--- src/rtl/feature_writer_pkg.sv ---
// Shared types and width helpers for the feature writer.
// FSM encoding, slot/word width functions used by feature_writer and fw_pack_reg.
package feature_writer_pkg;

    typedef enum logic [1:0] {
        IDLE    = 2'd0,
        COLLECT = 2'd1,
        WRITE   = 2'd2,
        DONE    = 2'd3
    } fw_state_e;

    localparam int PACK_DEF       = 4;
    localparam int SLOT_WIDTH_DEF = $clog2(PACK_DEF);

    function automatic int slot_width(input int pack);
        return (pack > 1) ? $clog2(pack) : 1;
    endfunction

    function automatic int word_width(input int elem_width, input int pack);
        return elem_width * pack;
    endfunction

endpackage

--- src/rtl/fw_pack_reg.sv ---
// Lane register that assembles PACK elements into one memory word.
// Tracks the fill slot and per-lane strobes; full flags that an insert this cycle completes the word.
module fw_pack_reg
    import feature_writer_pkg::*;
#(
    parameter int ELEM_WIDTH = 8,
    parameter int PACK       = 4
) (
    input  logic                                 i_clk,
    input  logic                                 i_rst_n,
    input  logic                                 insert,
    input  logic                                 clear,
    input  logic [ELEM_WIDTH-1:0]                din,
    output logic [PACK-1:0][ELEM_WIDTH-1:0]      lanes,
    output logic [PACK-1:0]                      wstrb,
    output logic [slot_width(PACK)-1:0]          slot,
    output logic                                 full
);

    localparam int SLOT_WIDTH = slot_width(PACK);

    logic [PACK-1:0] slot_oh;

    always_comb begin
        slot_oh       = '0;
        slot_oh[slot] = 1'b1;
    end

    assign full = &(wstrb | slot_oh);

    always_ff @(posedge i_clk or negedge i_rst_n) begin
        if (!i_rst_n) begin
            lanes <= '0;
            wstrb <= '0;
            slot  <= '0;
        end else if (clear) begin
            lanes <= '0;
            wstrb <= '0;
            slot  <= '0;
        end else if (insert) begin
            for (int i = 0; i < PACK; i++) begin
                if (slot_oh[i]) begin
                    lanes[i] <= din;
                    wstrb[i] <= 1'b1;
                end
            end
            slot <= slot + SLOT_WIDTH'(1);
        end
    end

endmodule

--- src/rtl/feature_writer.sv ---
// Packs gathered elements into PACK-wide words and writes one output-map tile to feature memory.
// Optional FEATURE_WRITER_RELU_EN: signed elements below zero are clamped to 0 before packing.
module feature_writer
    import feature_writer_pkg::*;
#(
    parameter int ELEM_WIDTH = 8,
    parameter int PACK       = 4,
    parameter int ADDR_WIDTH = 12,
    parameter int CNT_WIDTH  = 16
) (
    input  logic                              i_clk,
    input  logic                              i_rst_n,
    input  logic                              i_cfg_start,
    input  logic [CNT_WIDTH-1:0]              i_cfg_num_elem,
    input  logic [ADDR_WIDTH-1:0]             i_cfg_base_addr,
    input  logic [ELEM_WIDTH-1:0]             i_gather_data,
    input  logic                              i_gather_valid,
    output logic                              o_feature_writer_finish,
    output logic                              o_mem_wr_en,
    input  logic                              i_mem_ready,
    output logic [ADDR_WIDTH-1:0]             o_mem_addr,
    output logic [word_width(ELEM_WIDTH,PACK)-1:0] o_mem_wdata,
    output logic [PACK-1:0]                   o_mem_wstrb,
    output logic                              o_busy,
    output logic                              o_done,
    output logic                              o_overrun
);

    localparam int SLOT_WIDTH = slot_width(PACK);

    fw_state_e                         state;
    logic [CNT_WIDTH-1:0]              num_q;
    logic [CNT_WIDTH-1:0]              elem_cnt;
    logic [CNT_WIDTH-1:0]              cnt_nxt;
    logic [ADDR_WIDTH-1:0]             addr_q;
    logic [ELEM_WIDTH-1:0]             elem_in;
    logic [PACK-1:0][ELEM_WIDTH-1:0]   lanes;
    logic [SLOT_WIDTH-1:0]             slot;
    logic                              pack_full;
    logic                              pack_insert;
    logic                              pack_clear;
    logic                              wr_hs;

`ifdef FEATURE_WRITER_RELU_EN
    assign elem_in = i_gather_data[ELEM_WIDTH-1] ? '0 : i_gather_data;
`else
    assign elem_in = i_gather_data;
`endif

    assign cnt_nxt     = elem_cnt + CNT_WIDTH'(1);
    assign wr_hs       = (state == WRITE) && i_mem_ready;
    assign pack_insert = (state == COLLECT) && i_gather_valid;
    assign pack_clear  = wr_hs || ((state == IDLE) && i_cfg_start);

    fw_pack_reg #(
        .ELEM_WIDTH (ELEM_WIDTH),
        .PACK       (PACK)
    ) u_pack (
        .i_clk   (i_clk),
        .i_rst_n (i_rst_n),
        .insert  (pack_insert),
        .clear   (pack_clear),
        .din     (elem_in),
        .lanes   (lanes),
        .wstrb   (o_mem_wstrb),
        .slot    (slot),
        .full    (pack_full)
    );

    assign o_mem_wdata = lanes;
    assign o_mem_addr  = addr_q;

    always_ff @(posedge i_clk or negedge i_rst_n) begin
        if (!i_rst_n) begin
            state                   <= IDLE;
            num_q                   <= '0;
            elem_cnt                <= '0;
            addr_q                  <= '0;
            o_feature_writer_finish <= 1'b0;
            o_mem_wr_en             <= 1'b0;
            o_busy                  <= 1'b0;
            o_done                  <= 1'b0;
            o_overrun               <= 1'b0;
        end else begin
            o_feature_writer_finish <= 1'b0;
            o_done                  <= 1'b0;
            case (state)
                IDLE: begin
                    if (i_cfg_start) begin
                        num_q     <= i_cfg_num_elem;
                        addr_q    <= i_cfg_base_addr;
                        elem_cnt  <= '0;
                        o_overrun <= 1'b0;
                        o_busy    <= 1'b1;
                        if (i_cfg_num_elem == '0) begin
                            state  <= DONE;
                            o_done <= 1'b1;
                        end else begin
                            state <= COLLECT;
                        end
                    end else if (i_gather_valid) begin
                        o_overrun <= 1'b1;
                    end
                end
                COLLECT: begin
                    if (i_gather_valid) begin
                        elem_cnt <= cnt_nxt;
                        // Word complete or tile exhausted: flush before asking for more.
                        if (pack_full || (cnt_nxt == num_q)) begin
                            state       <= WRITE;
                            o_mem_wr_en <= 1'b1;
                        end else begin
                            o_feature_writer_finish <= 1'b1;
                        end
                    end
                end
                WRITE: begin
                    if (i_gather_valid) begin
                        o_overrun <= 1'b1;
                    end
                    if (i_mem_ready) begin
                        o_mem_wr_en <= 1'b0;
                        addr_q      <= addr_q + ADDR_WIDTH'(1);
                        if (elem_cnt == num_q) begin
                            state  <= DONE;
                            o_done <= 1'b1;
                        end else begin
                            state                   <= COLLECT;
                            o_feature_writer_finish <= 1'b1;
                        end
                    end
                end
                DONE: begin
                    if (i_gather_valid) begin
                        o_overrun <= 1'b1;
                    end
                    o_busy <= 1'b0;
                    state  <= IDLE;
                end
                default: state <= IDLE;
            endcase
        end
    end

endmodule

--- config.mk ---
export PLATFORM = sky130hd
export DESIGN_NAME = feature_writer
export DESIGN_NICKNAME = d
export VERILOG_FILES = /design/src/rtl/feature_writer_pkg.sv /design/src/rtl/fw_pack_reg.sv /design/src/rtl/feature_writer.sv
export SDC_FILE = /design/constraint.sdc
export NUM_CORES = 1
export LEC_CHECK = 0
export ABC_AREA = 1
export BUFFER_PORTS_ARGS = -buffer_cell sky130_fd_sc_hd__buf_4
export CORE_ASPECT_RATIO = 0.7
export CORE_MARGIN = 2
export CORE_UTILIZATION = 50
export DETAILED_ROUTE_END_ITERATION = 6
export MAX_ROUTING_LAYER = met4
export PLACE_DENSITY_LB_ADDON = 0.15
export SLEW_MARGIN = 5
export SYNTH_ARGS = -nofsm -noshare
export SYNTH_HDL_FRONTEND = slang
export SYNTH_SLANG_ARGS = --single-unit
--- constraint.sdc ---
create_clock -name i_clk -period 2.4 [get_ports i_clk]
set_input_delay 0.36 -clock i_clk [delete_from_list [all_inputs] [get_ports i_clk]]
set_output_delay 0.36 -clock i_clk [all_outputs]
set_load 0.02 [all_outputs]
; Yosys cells after proc, flatten, opt, wreduce, memory -nomap -nowiden
; Cells that the tools add are included.
[totals]
ff_bits = 89
latchBits = 0
mem_bits_rw = 0
mem_bits_ro = 0
input_bits = 41
output_inout_bits = 53
elab_cells = 111
n_memories = 0
[classes]
add_sub_neg = 3
n_mul = 0
div = 0
n_lt_le_gt_ge = 2
eq_ne = 9
shifts = 0
muxes = 48
bitwise_logic = 1
reduce_logical = 30
[ops]
columns = operator, n
row1 = 32-bit 2-to-1 mux, 2
row2 = 16-bit == test, 2
row3 = 16-bit 2-to-1 mux, 2
row4 = 8-bit 2-to-1 mux, 4
row5 = 16-bit one-hot mux with 2 select lines, 1
row6 = 12-bit 2-to-1 mux, 2
row7 = 12-bit one-hot mux with 2 select lines, 1
row8 = 2-bit nonzero test, 10
row9 = 1-bit 2-to-1 mux, 19
row10 = "16-bit by 1-bit adder with 16-bit output, second input constant", 1
row11 = 16-bit zero test, 1
row12 = 2-bit 2-to-1 mux, 8
row13 = "12-bit by 1-bit adder with 12-bit output, second input constant", 1
row14 = 2-bit AND reduction, 6
row15 = 4-bit AND reduction, 3
row16 = 1-bit one-hot mux with 2 select lines, 5
row17 = 4-bit 2-to-1 mux, 2
row18 = 2-bit one-hot mux with 4 select lines, 1
row19 = "2-bit inequality test, second input constant", 3
row20 = 3-bit AND reduction, 2
row21 = "2-bit == test, second input constant", 2
row22 = 1-bit logical AND, 4
row23 = 4-bit bitwise OR, 1
row24 = "2-bit by 3-bit < comparator with 1-bit output, second input constant", 1
row25 = other kinds (8), 9

; Depth between registers and ports, before layout
; Gate-level depths: netlist of run 1.
[depth]
depth_word = 10
ltp_mapped = 16
ltp_nobuf = 16

; Hierarchy
; A second synthesis of run 1 with hierarchy kept.
[hier_totals]
hier_cells = 629
hier_area_um2 = 4958.5
[modules_own_cells]
columns = module, n_inst, cells_per_inst, area_each_um2, seq_area_each_um2
row1 = feature_writer, 1, 432, 3279.4, 1276.2
row2 = fw_pack_reg, 1, 197, 1679.1, 950.9

; Least setup slack after synthesis of run 1
; Ideal clock, no wire load.
[synth_path]
path_kind = reg2reg
startpoint = reg state[0]
endpoint = reg elem_cnt[2]
setup_time_ps = 122
arrival_ps = 1713
required_time_ps = 2278
setup_slack_ps = 566
path_stages_with_launch = 9
path_buffers = 0
synth_period_minus_slack_ps = 1834
cell_sequence = dfrtp_1 -> inv_1 -> ha_1 -> nand2_2 -> inv_1 -> o22ai_1 -> clkinv_1 -> nand2_1 -> a21oi_1
[synth_between]
elab_chain_len = 3
word_cells_on_any_way = 7
classes_between = 3 x eq/ne / 1 x mux / 3 x reduce/logical
[synth_rtl]
columns = item, line
row1 = "start, declared", feature_writer.sv:31  ; fw_state_e state;
row2 = "start signal, assigned", feature_writer.sv:75  ; state <= IDLE;
row3 = "start signal, assigned", feature_writer.sv:96  ; state <= DONE;
row4 = "start signal, assigned", feature_writer.sv:99  ; state <= COLLECT;
row5 = 2-bit by 1-bit == test with 1-bit output / 2-bit zero test (equally long branches), feature_writer.sv:87  ; case (state)
row6 = 2-bit inequality test (no source line) / 2-bit nonzero test (equally long branches), n/a
row7 = 3-bit AND reduction (no source line), n/a
row8 = "end signal, assigned", feature_writer.sv:107  ; elem_cnt <= cnt_nxt;
row9 = "end, declared", feature_writer.sv:33  ; logic [CNT_WIDTH-1:0] elem_cnt;
; Parallel ways exist; a longest one is shown, timed or not.
; A chain may end at the register's enable or synchronous reset.

; Worst setup path after layout of run 1
[layout_path]
startpoint = reg elem_cnt[1]
endpoint = reg state[1]
[layout_between]
elab_chain_len = 5
word_cells_on_any_way = 9
classes_between = 1 x add/sub / 3 x eq/ne / 3 x mux / 2 x reduce/logical
[layout_rtl]
columns = item, line
row1 = 16-bit by 1-bit adder with 16-bit output, feature_writer.sv:50  ; assign cnt_nxt = elem_cnt + CNT_WIDTH'(1);
row2 = 16-bit == test, feature_writer.sv:109  ; if (pack_full || (cnt_nxt == num_q)) begin
row3 = 1-bit logical OR, feature_writer.sv:109
row4 = 2-bit by 1-bit inequality test with 1-bit output (no source line), n/a
row5 = 4-bit AND reduction (no source line), n/a
row6 = "end signal, assigned", feature_writer.sv:110  ; state <= WRITE;
row7 = "end signal, assigned", feature_writer.sv:125  ; state <= DONE;
row8 = "end signal, assigned", feature_writer.sv:128  ; state <= COLLECT;
; Parallel ways exist; a longest one is shown, timed or not. The select of a mux whose other input is x is not followed.

==> flow_summary.ini, run 1 <==
[outcome]
outcome = complete, but fails checks
violations = hold timing

[setup_path]
setup.worst_path.start_class = register
worstPathArrival_ns = 2.36
end_kind = register
crit_type = register to register
worstRegToRegCells = 16
crit_required_ns = 2.64
cp_max_fo = 5

[synthesis]
syn_area_sq_mm = 0.00487
synthesis.nets = 630
synth-seq-cells = 89
synthDistinctLibCells = 41
synth_top_area_share_pct = 45.7
synthFlopType = dfrtp_1
yosysSeqAreaShare_pct = 45.7
synth.largest_area_cell = dfrtp_1
synthTopCellsByArea = dfrtp_1, nand2_1, mux2_2
syn_area_per_cell_sq_um = 8.43
ys_async_sr_fraction_pct = 100
synthCells = 578
yosysWarnings = 0
synth_edf_count = 0

[pwr]
combPwrFrac_pct = 47.2
seq_power_share_pct = 34.2
intPower_mw = 4.33
swShare_pct = 42.4
p_leak_nw = 3.08
switchingPower_mw = 3.19
clkPwrFrac_pct = 18.6
p_per_area_mw_per_mm2 = 1240
fin_total_pwr_mw = 7.51
ir_drop_uv = 808

[routing]
drt_first_pass_iters = 5
wl_met1_mm = 5.96
vias = 4208
wirelength_mm = 12.1
drc = 0
detail-route-antenna-nets = 0
route.met3.wl_microns = 902
dr_wl_met2_mm = 5.20
drt-initial-drc-count = 248
routed_via_density = 5.15
top_layer = met4
routedWlPerCell_microns = 14.9

[cells_and_area]
multiInputGateArea_sq_mm = 0.00228
drive_gt1_share_pct = 27.0
regArea_sq_mm = 0.00223
antennaDiodeCount = 0
final_nets = 736
layout.cells.non_filler = 817
nFillCells = 780
final_cell_area_sq_mm = 0.00607
areaGrowthSynthToFinish_pct = 24.6

[sta]
fmax_mhz = 471
rsz0062_at_grt = no
tns_ns = 0
max-slew-margin-rel_pct = 63.4
finalMaxSlewViolations = 0
period_needed_ns = 2.12
whs_ns = -0.0125
setup_viol = 0
worst_slew_pin_slew_ns = 0.544
hold_viol = 9
finalCritPeriodShare_pct = 88.5
finClkSkew_ns = 0.00832

[global_routing]
overflow = 0
grt_pass1_wl_mm = 20.1
antenna_found_initial = 0
first_global_vias = 3949
grt_usage_pct = 25.4
grt_max_degree = 43

[clock_network]
cts_buffers = 9
clockBufferDepth = 2
clkSlewWorstSetupHoldPaths_ns = 0.07
h-tree-depth = 3
clock_sinks = 89
ctsHoldBuffers = 0
cts_tree = yes
cts-root-buf = clkbuf_16
clk-insertion-delay-late_ns = 0.35

[die]
dieHeight_microns = 86.6
fp-row-count = 30
initial_core_util_pct = 50.9
die_area_sq_mm = 0.0106
num_io_pins = 94
die_w_microns = 122
core_sq_mm = 0.00957

[placed_design]
dpl_cell_area_sq_mm = 0.00578
dp.cells = 801
finalWeightedCongestion = 0.904
hpwl_mm = 9.11
io_buffers = 93

[hold_path]
min_path_type = input port to asynchronous set/reset pin

[flow_run]
drv_cap = 0
==> final timing paths <==
kind | from | to | slack [ns]
min | i_rst_n | elem_cnt[6]$_DFFE_PN0P_ | -0.01
max | elem_cnt[1]$_DFFE_PN0P_ | state[1]$_DFFE_PN0P_ | 0.28
min reg2reg | o_mem_wr_en$_DFFE_PN0P_ | o_mem_wr_en$_DFFE_PN0P_ | 0.47
min in group i_clk | i_cfg_num_elem[7] | num_q[7]$_DFFE_PN0P_ | 0.21
max in group asynchronous | i_rst_n | num_q[12]$_DFFE_PN0P_ | 1.77
max reg2reg | elem_cnt[1]$_DFFE_PN0P_ | state[1]$_DFFE_PN0P_ | 0.28
==> cell type report <==
| class | instances | share of cell area [%] |
|---|---|---|
| Clock buffer | 9 | 3.71 |
| Clock inverter | 7 | 1.05 |
| Inverter | 87 | 5.38 |
| Multi-Input combinational cell | 392 | 37.6 |
| Sequential cell | 89 | 36.7 |
| Tap cell | 128 | 2.64 |
| Timing Repair Buffer | 105 | 13.0 |
==> logic make-up after synthesis <==
group,count (synthesis),synth area share (%)
AOI/OAI and AO/OA,84,9.94
DFF,89,45.7
adders and majority gates,11,2.83
buffers and inverters,97,7.53
muxes,32,7.40
and+or+nand+nor,245,23.0
xor gates and xnor gates,20,3.60
==> state kept, by name, summed over array words and instances, names as in the netlist, 2 cells and up <==
signal,flops
u_pack.wstrb,4
o_mem_addr,12
num_q,16
elem_cnt,16
u_pack.lanes,32
state,2
u_pack.slot,2
==> metal layers <==
layer | up-vias | GRT usage (%)
li1 | 2089 | -
met1 | 1983 | 37.1
met2 | 129 | 35.7
met3 | 7 | 7.37
met4 | 0 | 4.08
met5 | - | -
==> metrics by stage <==
step / hold slack, ns / setup slack [ns] / utilization (%)
detailed placement: 0.380 / 0.251 / 60.4
finish: -0.0125 / 0.276 / 63.4
CTS: 0.00544 / 0.232 / 63.4
floorplan: 0.0644 / 0.566 / -
global route: 0.0269 / 0.0334 / 63.4
global placement: 0.380 / 0.305 / 60.4
==> cell usage after synthesis (7+ instances only) <==
master      n
nand2_1   145
dfrtp_1    89
inv_1      77
nor2_1     37
o21ai_0    36
mux2_2     32
a21oi_1    20
nand3_1    15
nand4_1    13
o22ai_1    13
xor2_1     12
ha_1       11
nand2_2     9
xnor2_1     8
clkbuf_1    7
==> cells in the final DEF, fill, tap and decap left out, drive strengths merged, types with 13 or more instances in the layout <==
master,instances
inv,87
o22ai,13
buf,105
a21oi,21
nand4,13
nor2,47
nand2,154
dfrtp,89
mux2,32
o21ai,37
nand3,20
==> critical path, stage by stage (launching register included) <==
cell and delay [ns]:
dfrtp_1 0.47, ha_2 0.30, nand2_2 0.10, nor2_4 0.17, nand2_2 0.11, clkinv_1 0.06, nand3_1 0.07, nand2_1 0.09
nand2_1 0.05, inv_1 0.04, nand2_1 0.05, nor2_2 0.11, nand2_2 0.07, nand3_2 0.11, nand3_2 0.08, nand2_1 0.06
nand2_1 0.05
==> power by group through the flow <==
| stage | Sequential, mW | Combinational, mW | Clock (mW) |
|---|---|---|---|
| 2_1_floorplan | 2.97 | 1.79 | 0 |
| 3_3_place_gp | 2.56 | 3.46 | 0 |
| 3_5_place_dp | 2.57 | 3.55 | 0 |
| 4_1_cts | 2.56 | 3.57 | 1.41 |
| 5_1_grt | 2.64 | 3.92 | 1.48 |
| 6_report | 2.57 | 3.55 | 1.39 |
==> repair_timing <==
item / in CTS / in global routing
setup buffers: 0 / 0
gates resized for setup: 0 / 1
setup endpoints to repair: 0 / 3
Power figures use the tool's default switching activity.
==> inputs of run 2 (changes only) <==
TNS_END_PERCENT = 20   (was default)
clock period = 1.97 ns   (was 2.4 ns; I/O delays follow)
==> flow_summary.ini, run 2 (synthesis results as in run 1) <==
[setup_path]
worstPathArrival_ns = 2.18
path_cells = inv_1, ha_2, nand2_1, inv_1, nand2_1, nand2_1, buf_4, mux2_2
setup.worst_path.start_class = register
cpMostUsedCell = nand2_1
cp_slowest_stage_delay_ns = 0.42
crit_slowest_cell = dfrtp_1
crit_required_ns = 2.21
cp_max_fo = 8
r2r_slack_ns = 0.03
end_kind = register
startpoint = state[1]$_DFFE_PN0P_
crit_type = register to register
worstReg2RegStart = state[1]$_DFFE_PN0P_

[global_routing]
busiest_layer = met2
grtUsageMet3_pct = 6.32
antenna_found_initial = 0
grt_pass1_wl_mm = 21.0
grt_use_met2_pct = 38.4
grt_usage_pct = 26.3
overflow = 0
grt_util_met1_pct = 37.7
first_global_vias = 4257
grt_max_degree = 62

[sta]
finalMaxSlewViolations = 0
finClkSkew_ns = 0.00878
setup_viol = 0
worst_slew_pin_slew_ns = 0.450
setup_slack_ns = 0.0267
fmax_mhz = 515
max-slew-margin-rel_pct = 70.0
hold_viol = 0
period_needed_ns = 1.94
rsz0062_at_grt = yes
finalCritPeriodShare_pct = 98.6

[die]
num_io_pins = 94
die_area_sq_mm = 0.0106
core_sq_mm = 0.00957
fp-row-count = 30
die_w_microns = 122
initial_core_util_pct = 50.9
dieHeight_microns = 86.6

[cells_and_area]
utilization_pct = 66.2
final_cell_area_sq_mm = 0.00634
top_register = u_pack.lanes
top_regs = u_pack.lanes (32), elem_cnt (16), num_q (16)
antennaDiodeCount = 0
nFillCells = 802
areaGrowthSynthToFinish_pct = 30.1
largest_reg_flops = 32
mostFrequentLayoutCells = nand2_1, buf_4, dfrtp_1, inv_1, o21ai_0
final_common_cell = nand2_1
final_nets = 751
drive_gt1_share_pct = 31.8

[outcome]
outcome = completed

[placed_design]
hpwl_mm = 9.32
dpl_cell_area_sq_mm = 0.00587
io_buffers = 93
dpl_worst_slack_ns = -0.0697
finalWeightedCongestion = 0.903

[clock_network]
h-tree-depth = 3
cts-root-buf = clkbuf_16
clockBufferDepth = 2
cts_buffers = 9
clk-insertion-delay-late_ns = 0.35
cts_tree = yes
clkSlewWorstSetupHoldPaths_ns = 0.07
clock_sinks = 89

[routing]
routedWlPerCell_microns = 15.5
detail-route-antenna-nets = 0
drc = 0
vias = 4337
routed_via_density = 5.21
drt_first_pass_iters = 5
drt-initial-drc-count = 305
wirelength_mm = 12.9

[pwr]
fin_total_pwr_mw = 9.51
p_per_area_mw_per_mm2 = 1500
p_leak_nw = 3.15
ir_drop_uv = 801

[hold_path]
min_path_type = input port to register
hp-start = i_cfg_num_elem[7]

[flow_run]
drv_cap = 0
## run 2: changes by cell type in the layout (fill, tap and decap cells not counted), sizes merged
cell         delta
buf            +14
dlygate4sd3     +1
clkinvlp        +3
inv             -2
clkinv          -1
## run 2: repair_timing
item	4_1_cts	5_1_grt
resized for setup	4	32
hold buffers	1	0
hold endpoints to repair	28	0
setup endpoints to repair	25	61
pin swaps	0	6
setup buffers	0	3
## run 2: worst paths after layout
path                                                     end  cells after the start
worst min-delay path                    num_q[7]$_DFFE_PN0P_                      3
worst max register to register  u_pack.lanes[28]$_DFFE_PN0P_                      8
worst max-delay path            u_pack.lanes[28]$_DFFE_PN0P_                      8
min in group asynchronous               num_q[7]$_DFFE_PN0P_                      2
max in group asynchronous        u_pack.wstrb[0]$_DFFE_PN0P_                      3
worst min register to register       o_mem_wr_en$_DFFE_PN0P_                      2
## run 2: metrics by stage
step / TNS [ns] / hold WS, ns / instances
3_5_place_dp: -1.16 / 0.263 / 812
3_3_place_gp: -0.237 / 0.260 / 812
2_1_floorplan: 0 / -0.0000911 / 578
6_report: 0 / 0.149 / 832
5_1_grt: -3.17 / 0.151 / 832
4_1_cts: 0 / 0.143 / 829
## run 2: routing by layer
metal | share of wire, % | vias up | routed length [microns]
met4 | 1.3 | 0 | 163
li1 | - | 2120 | -
met5 | 0 | - | 0
met2 | 43 | 145 | 5600
met3 | 6.5 | 13 | 841
met1 | 49 | 2059 | 6270
## run 2: power breakdown
| part | switching, mW | internal, mW |
|---|---|---|
| logic | 2.65 | 2.02 |
| clock network | 0.823 | 0.893 |
| registers | 0.582 | 2.54 |
| total | 4.06 | 5.45 |
## run 2: critical path: cells and delay by family, from the launching register on
family                   cells  cell delay [ns]
adder cells (fa/ha/maj)      1             0.27
buffers and inverters        3             0.46
flip-flops                   1             0.42
multiplexers                 1             0.36
AND/OR/NAND/NOR              3             0.32
## run 2: area by class of cell
cell class                 instances  area [sq um]  area share, %
clock buffer                       9           225           3.55
clock inverter                     7          71.3           1.13
inverter                          87           332           5.23
multi-input combinational        392          2380           37.6
sequential                        89          2230           35.2
tap                              128           160           2.53
timing repair buffer             120           935           14.8
==> inputs of run 3 (changes only) <==
GPL_TIMING_DRIVEN = 0   (was default)
SETUP_SLACK_MARGIN = 0.3   (was default)
==> flow_summary.ini, run 3 (synthesis results as in run 1) <==
[sta]
tns_ns = 0
worst_slew_pin_slew_ns = 1.14
finalCritPeriodShare_pct = 97.7
hold_viol = 0
setup_viol = 0
period_needed_ns = 1.92
finClkSkew_ns = 0.00377
rsz0062_at_grt = yes
max-slew-margin-rel_pct = 23.9
finalMaxSlewViolations = 0
fmax_mhz = 520

[cells_and_area]
areaGrowthSynthToFinish_pct = 36.7
top_register = u_pack.lanes
largest_reg_flops = 32
antennaDiodeCount = 0
drive_gt1_share_pct = 36.4
final_nets = 766
final_common_cell = nand2_1
utilization_pct = 69.6
top_regs = u_pack.lanes (32), elem_cnt (16), num_q (16)
mostFrequentLayoutCells = nand2_1, buf_4, dfrtp_1, inv_1, o21ai_0
final_cell_area_sq_mm = 0.00666

[die]
core_sq_mm = 0.00957
dieHeight_microns = 86.6
initial_core_util_pct = 50.9
die_area_sq_mm = 0.0106
fp-row-count = 30
num_io_pins = 94
die_w_microns = 122

[clock_network]
clk-insertion-delay-late_ns = 0.34
ctsHoldBuffers = 0
cts_buffers = 9
cts-root-buf = clkbuf_16
cts_tree = yes
h-tree-depth = 3
clockBufferDepth = 2
clkSlewWorstSetupHoldPaths_ns = 0.06
clock_sinks = 89

[global_routing]
antenna_found_initial = 0
grt_pass1_wl_mm = 21.3
grt_usage_pct = 26.9
grt_max_degree = 90
first_global_vias = 4290
overflow = 0

[placed_design]
dpl_cell_area_sq_mm = 0.00576
io_buffers = 93
finalWeightedCongestion = 0.957
hpwl_mm = 9.09

[hold_path]
min_path_type = input port to asynchronous set/reset pin

[setup_path]
crit_type = register to register
worstPathArrival_ns = 2.15
setup.worst_path.start_class = register
cpMostUsedCell = nand2_1
path_cells = ha_4, nand2_4, nor2_4, nand3b_1, nand2_1, nand2_1, nor2_1, nand2_1, nor2_2, nand2_2, nand2_2, nor2_2, o21a_1
crit_required_ns = 2.19
crit_buf_inv = 0
cp_slowest_stage_delay_ns = 0.39
end_kind = register
cpLargestDelayFamily = simple AND/OR/NAND/NOR gates
cp_max_fo = 5
crit_slowest_cell = dfrtp_2
r2r_slack_ns = 0.05

[pwr]
ir_drop_uv = 983
p_per_area_mw_per_mm2 = 1490
p_leak_nw = 3.29

[routing]
drt_first_pass_iters = 5
vias = 4493
wirelength_mm = 13.6
detail-route-antenna-nets = 0
routed_via_density = 5.30
drc = 0
drt-initial-drc-count = 387
routedWlPerCell_microns = 16.0

[outcome]
outcome = completed

[flow_run]
drv_cap = 0
run 3: cell types whose count changed in the layout (fill, tap and decap cells not counted), sizes merged:
cell,delta
inv,-3
clkbuf,+10
clkinv,+2
dlygate4sd3,-1
buf,+7
run 3: layout make-up:
class / count / area (sq um)
fill: 734 / 2910
multi-input combinational: 392 / 2560
sequential: 89 / 2230
timing repair buffer: 124 / 966
inverter: 87 / 364
clock buffer: 11 / 233
tap: 128 / 160
buffer: 10 / 93.8
clock inverter: 5 / 40.0
timing repair inverter: 1 / 3.75
run 3: worst paths after layout:
check,end,startpoint,cells past startpoint
min reg2reg,o_mem_wr_en$_DFFE_PN0P_,o_mem_wr_en$_DFFE_PN0P_,2
min in group i_clk,num_q[7]$_DFFE_PN0P_,i_cfg_num_elem[7],3
max in group asynchronous,o_mem_addr[0]$_DFFE_PN0P_,i_rst_n,1
max,o_feature_writer_finish$_DFF_PN0_,elem_cnt[0]$_DFFE_PN0P_,13
min,num_q[5]$_DFFE_PN0P_,i_rst_n,1
max reg2reg,o_feature_writer_finish$_DFF_PN0_,elem_cnt[0]$_DFFE_PN0P_,13
run 3: worst register-to-register path: stages (launching register included):
cell and delay (ns):
dfrtp_2 0.39, ha_4 0.18, nand2_4 0.06, nor2_4 0.18, nand3b_1 0.15, nand2_1 0.09
nand2_1 0.06, nor2_1 0.12, nand2_1 0.09, nor2_2 0.10, nand2_2 0.09, nand2_2 0.09
nor2_2 0.04, o21a_1 0.18
run 3: power by group:
group          switching (mW)  total [mW]  internal [mW]
Combinational            2.91        5.16           2.26
Sequential              0.599        3.15           2.55
Clock                   0.744        1.61          0.865
run 3: metrics by stage:
step | hold slack [ns] | setup WS, ns | std cells | power [mW]
after global placement | 0.464 | -0.215 | 799 | 7.29
after floorplan | -0.0000911 | 0.162 | 578 | 5.84
after CTS | 0.150 | 0.115 | 834 | 9.54
after global routing | 0.149 | -0.0409 | 847 | 10.6
after detailed placement | 0.472 | -0.315 | 799 | 7.45
final | 0.155 | 0.0457 | 847 | 9.92
run 3: routing by layer:
metal,share of wire [%],global-route usage (%),vias up
li1,-,-,2154
met4,1.3,6.48,0
met5,0,-,-
met3,7.0,6.25,17
met1,45,36.7,2145
met2,47,41.1,177
run 3: what timing repair did:
item	4_1_cts	5_1_grt
pin swaps	11	12
gates cloned	1	0
buffers inserted	18	13
gates resized for setup	56	52
setup endpoints to repair	82	79
